$ cat config.mk
export PLATFORM = sky130hd
export DESIGN_NAME = serial_deser
export DESIGN_NICKNAME = d
export VERILOG_FILES = /design/src/rtl/serial_deser.sv
export SDC_FILE = /design/constraint.sdc
export NUM_CORES = 1
export LEC_CHECK = 0
export CAP_MARGIN = 15
export CORE_ASPECT_RATIO = 0.6
export CORE_MARGIN = 2
export CORE_UTILIZATION = 45
export DETAILED_ROUTE_END_ITERATION = 7
export GPL_TIMING_DRIVEN = 0
export HOLD_SLACK_MARGIN = 0.1
export PLACE_DENSITY_LB_ADDON = 0.3
export SLEW_MARGIN = 20
export SYNTH_ARGS = -nofsm -noshare
export SYNTH_HDL_FRONTEND = slang
export SYNTH_SLANG_ARGS = --single-unit
$ cat constraint.sdc
create_clock -name clock -period 1.7 [get_ports clock]
set_input_delay 0.255 -clock clock [delete_from_list [all_inputs] [get_ports clock]]
set_output_delay 0.255 -clock clock [all_outputs]
set_load 0.005 [all_outputs]
$ cat src/rtl/serial_deser.sv
// serial_deser: serial-to-parallel deserializer, one bit per cycle in, WIDTH-bit words out
// Ports:
//   clock     - single clock, all state updates on posedge
//   reset     - asynchronous, active-low reset
//   in_valid  - in_bit is valid this cycle
//   in_bit    - serial data bit
//   in_ready  - block accepts a bit this cycle
//   flush     - synchronous discard of the partially assembled word
//   out_valid - out_data holds a complete word
//   out_data  - assembled word
//   out_ready - consumer takes the word this cycle
//   bit_count - bits held in the accumulator (WIDTH while a word waits in HOLD)
module serial_deser #(
    parameter int WIDTH     = 8,
    parameter int MSB_FIRST = 0
) (
    input  logic                       clock,
    input  logic                       reset,
    input  logic                       in_valid,
    input  logic                       in_bit,
    output logic                       in_ready,
    input  logic                       flush,
    output logic                       out_valid,
    output logic [WIDTH-1:0]           out_data,
    input  logic                       out_ready,
    output logic [$clog2(WIDTH+1)-1:0] bit_count
);
    localparam int CW = $clog2(WIDTH + 1);
    localparam int IW = $clog2(WIDTH);
    localparam logic S_FILL = 1'b0;
    localparam logic S_HOLD = 1'b1;

    logic             state_q, state_d;
    logic [WIDTH-1:0] acc_q, acc_d;
    logic [CW-1:0]    cnt_q, cnt_d;
    logic             out_valid_q, out_valid_d;
    logic [WIDTH-1:0] out_data_q, out_data_d;
    logic             accept, xfer, last;
    logic [IW-1:0]    pos;
    logic [WIDTH-1:0] word;

    always_comb begin
        // reset gates in_ready so nothing is offered while the block is held in reset
        in_ready    = reset & (state_q == S_FILL) & !flush;
        accept      = in_valid & in_ready;
        xfer        = out_valid_q & out_ready;
        last        = cnt_q == CW'(WIDTH - 1);
        pos         = (MSB_FIRST != 0) ? IW'(CW'(WIDTH - 1) - cnt_q) : IW'(cnt_q);
        word        = acc_q;
        word[pos]   = in_bit;
        state_d     = state_q;
        acc_d       = acc_q;
        cnt_d       = cnt_q;
        out_valid_d = xfer ? 1'b0 : out_valid_q;
        out_data_d  = out_data_q;
        if (flush) begin
            state_d = S_FILL;
            acc_d   = '0;
            cnt_d   = '0;
        end else if (state_q == S_HOLD) begin
            if (xfer) begin
                out_data_d  = acc_q;
                out_valid_d = 1'b1;
                acc_d       = '0;
                cnt_d       = '0;
                state_d     = S_FILL;
            end
        end else if (accept) begin
            if (!last) begin
                acc_d = word;
                cnt_d = cnt_q + CW'(1);
            end else if (!out_valid_q || out_ready) begin
                out_data_d  = word;
                out_valid_d = 1'b1;
                acc_d       = '0;
                cnt_d       = '0;
            end else begin
                // buffer still occupied: park the finished word in the accumulator
                acc_d   = word;
                cnt_d   = CW'(WIDTH);
                state_d = S_HOLD;
            end
        end
    end

    always_ff @(posedge clock or negedge reset) begin
        if (!reset) begin
            state_q     <= S_FILL;
            acc_q       <= '0;
            cnt_q       <= '0;
            out_valid_q <= 1'b0;
            out_data_q  <= '0;
        end else begin
            state_q     <= state_d;
            acc_q       <= acc_d;
            cnt_q       <= cnt_d;
            out_valid_q <= out_valid_d;
            out_data_q  <= out_data_d;
        end
    end

    assign out_valid = out_valid_q;
    assign out_data  = out_data_q;
    assign bit_count = cnt_q;
endmodule

==> results.toml <==
[power]
pwr-share-clk_pct = 33.9
comb_power_share_pct = 18.7
p_per_area_mw_per_mm2 = 615.8
peakVddDrop_uv = 522.3
total_power_mw = 1.128
pwr-share-seq_pct = 47.4
swShare_pct = 24.76
p_leak_nw = 0.8378
p_int_mw = 0.8487
power.switching_mw = 0.2793

[floorplanning]
fp.dieH_um = 45.07
rows = 14
core_mm2 = 0.002592
die_w_um = 72.45
initial_core_util_pct = 48.79
dieArea_mm2 = 0.003265
io_pins = 20

[routing]
num_vias = 1075
wirelength_um = 3108
final_antenna_net_count = 0
avgViaCountPerCell = 5.485
wl_per_cell_um = 15.86
drt_iter0_markers = 32
drc_errors = 0
first_pass_iters = 4

[finish]
area_growth_pct = 44.81
antennaDiodeCount = 0
ff_latch_area_um2 = 551.8
layout-drive-gt1-share_pct = 42.07
multi_input_comb_area_um2 = 738.2
finalNetCount = 172
layout_common_cells = "buf_4, dfrtp_1, clkdlybuf4s50_1"
fillers = 174

[timing]
hold_violations = 0
relSlewSlack_pct = 65.77
final-setup-viol-count = 4
postLayoutSetupSlackWorst_ps = -43.00
max_freq_ghz = 0.5737
tightest_slew_ps = 513.5
maxSlewViolCount = 0
period_share_pct = 102.5
period_needed_ps = 1743
skew_ps = 2.361
rsz0062_at_grt = "yes"
finalSetupTns_ps = -123.4

[setup_path]
setup.worst_path.start = "bit_count[0]$_DFFE_PN0P_"
crit_type = "register to register"
max_stage_delay_ps = 410
cp_slowest_cell = "dfrtp_1"
start_kind = "register"
worst_path_most_repeated_cell = "mux2_4"
required_ps = 1860
r2r-start = "bit_count[0]$_DFFE_PN0P_"
worstPathMaxFanout = 7
crit_arrival_ps = 1900
crit_chain = "buf_6, or3b_4, nor2_4, mux2_4, mux2_4"
critPathCaptureType = "register"

[logic_synthesis]
synth_edf_count = 0
synth_area_per_cell_um2 = 10.81
yosys_warnings = 0
ys_seq_area_share_pct = 43.52
synth_nets = 124
synth.cell_area_mm2 = 0.001265
synthFlopType = "dfrtp_1"
synth_cell_types = 34
postSynthCellCount = 117
synthArstFlopShare_pct = 100.0
ys_ff_latch = 22

[cts]
cts_made_buffers = 3
cts_tree = "yes"
path_clk_slew_ps = 80
cts_root_buf = "clkbuf_8"
insertion_delay_ps = 260
cts_max_level = 1
clock_path_buffers = 2
clock-sinks = 22

[global_routing]
grt_pass1_wl_um = 4919
track_usage_pct = 20.50
grt_pass1_vias = 968
antenna_found_initial = 0
overflow = 0
grt_max_degree = 23

[placement]
routabilityCongestion = 0.7704
io_buffers = 19
hpwl_um = 1705
place_ws_ps = -324.3

[flow_run]
cap_violations = 0

[status]
status = "finished with violations"
failed_checks = "negative setup slack"

[hold_path]
hold_class = "input pin to asynchronous set/reset pin"
[final cells by class]
cell class	count	area share (%)
Clock buffer	4	3.005
Timing Repair Buffer	43	20.29
Inverter	9	1.844
Tap cell	32	2.186
Sequential cell	22	30.12
Buffer	4	2.254
Multi-Input combinational cell	82	40.30
[repair_timing]
action,4_1_cts,5_1_grt
pin swaps,13,7
setup endpoints to repair,17,10
endpoints found under the hold margin,22,0
setup buffers,17,6
gates cloned,0,0
hold buffers,1,0
resized for setup,25,7
[sequential cells by signal (all words and copies together) (netlist names)]
register / flops
acc_q: 8
bit_count: 4
out_valid: 1
state_q: 1
out_data: 8
[synthesized netlist by cell type (2+ instances only)]
| cell | n | area share, % |
|---|---|---|
| nand3b_1 | 3 | 1.8 |
| a31oi_1 | 2 | 0.99 |
| nand2_1 | 8 | 2.4 |
| or3b_1 | 3 | 2.1 |
| o22ai_1 | 9 | 4.5 |
| and2_1 | 2 | 0.99 |
| buf_2 | 2 | 0.79 |
| nor2_1 | 9 | 2.7 |
| mux2_2 | 6 | 5.3 |
| dfrtp_1 | 22 | 44 |
| mux2_4 | 8 | 9.5 |
| inv_1 | 9 | 2.7 |
| o21ai_0 | 3 | 1.2 |
| mux2_1 | 2 | 1.8 |
| and3_1 | 2 | 0.99 |
| a21oi_1 | 9 | 3.6 |
[cell families (layout without fill, tap and decap cells)]
| family | Yosys count | count (layout) | share of synthesized area, % |
|---|---|---|---|
| mux | 17 | 17 | 17.41 |
| flops | 22 | 22 | 43.52 |
| buf+inv | 13 | 60 | 4.946 |
| simple gates | 35 | 35 | 17.51 |
| compound gates | 29 | 29 | 15.63 |
| fa+ha+maj | 1 | 1 | 0.9890 |
[layer usage]
metal	part of all wire (%)	track usage (%)	routed length, um
met1	52	30.30	1606
met2	44	30.64	1361
met4	0.26	4.444	8
met5	0	0	0
met3	4.2	5.357	132
[stage by stage]
stage | instance area, um2 | hold WS (ps) | std cells | utilization (%)
3_5_place_dp | 1499 | 300.2 | 168 | 57.82
6_report | 1832 | 155.9 | 196 | 70.66
4_1_cts | 1767 | 405.1 | 190 | 68.15
5_1_grt | 1832 | 199.0 | 196 | 70.66
2_1_floorplan | 1274 | -40.59 | 117 | -
3_3_place_gp | 1504 | 493.3 | 168 | 58.01
[path summary, 6_finish.rpt]
path                       slack [ps]  cells after the start                       end
setup reg to reg                  -40                      5   out_data[4]$_DFFE_PN0P_
hold / removal                    160                      2  bit_count[3]$_DFFE_PN0P_
max in group asynchronous        1180                      2  bit_count[1]$_DFFE_PN0P_
min in group clock                410                      3  bit_count[0]$_DFFE_PN0P_
setup / recovery                  -40                      5   out_data[4]$_DFFE_PN0P_
hold reg to reg                   510                      1   out_data[2]$_DFFE_PN0P_
[critical path: cells and delay by family, from the launching register on]
kind,cells,cell delay (ps)
buffers and inverters,1,140
multiplexers,2,570
flip-flops,1,410
AND/OR/NAND/NOR,2,500
[power groups by stage]
stage               Clock (mW)  Sequential [mW]  Combinational [mW]
floorplan                    0            0.549              0.0699
global placement             0            0.551               0.123
detailed placement           0            0.551               0.123
CTS                      0.391            0.542               0.180
global route             0.416            0.535               0.226
finish                   0.383            0.535               0.211
No activity file was read; power rests on OpenSTA's default activity.
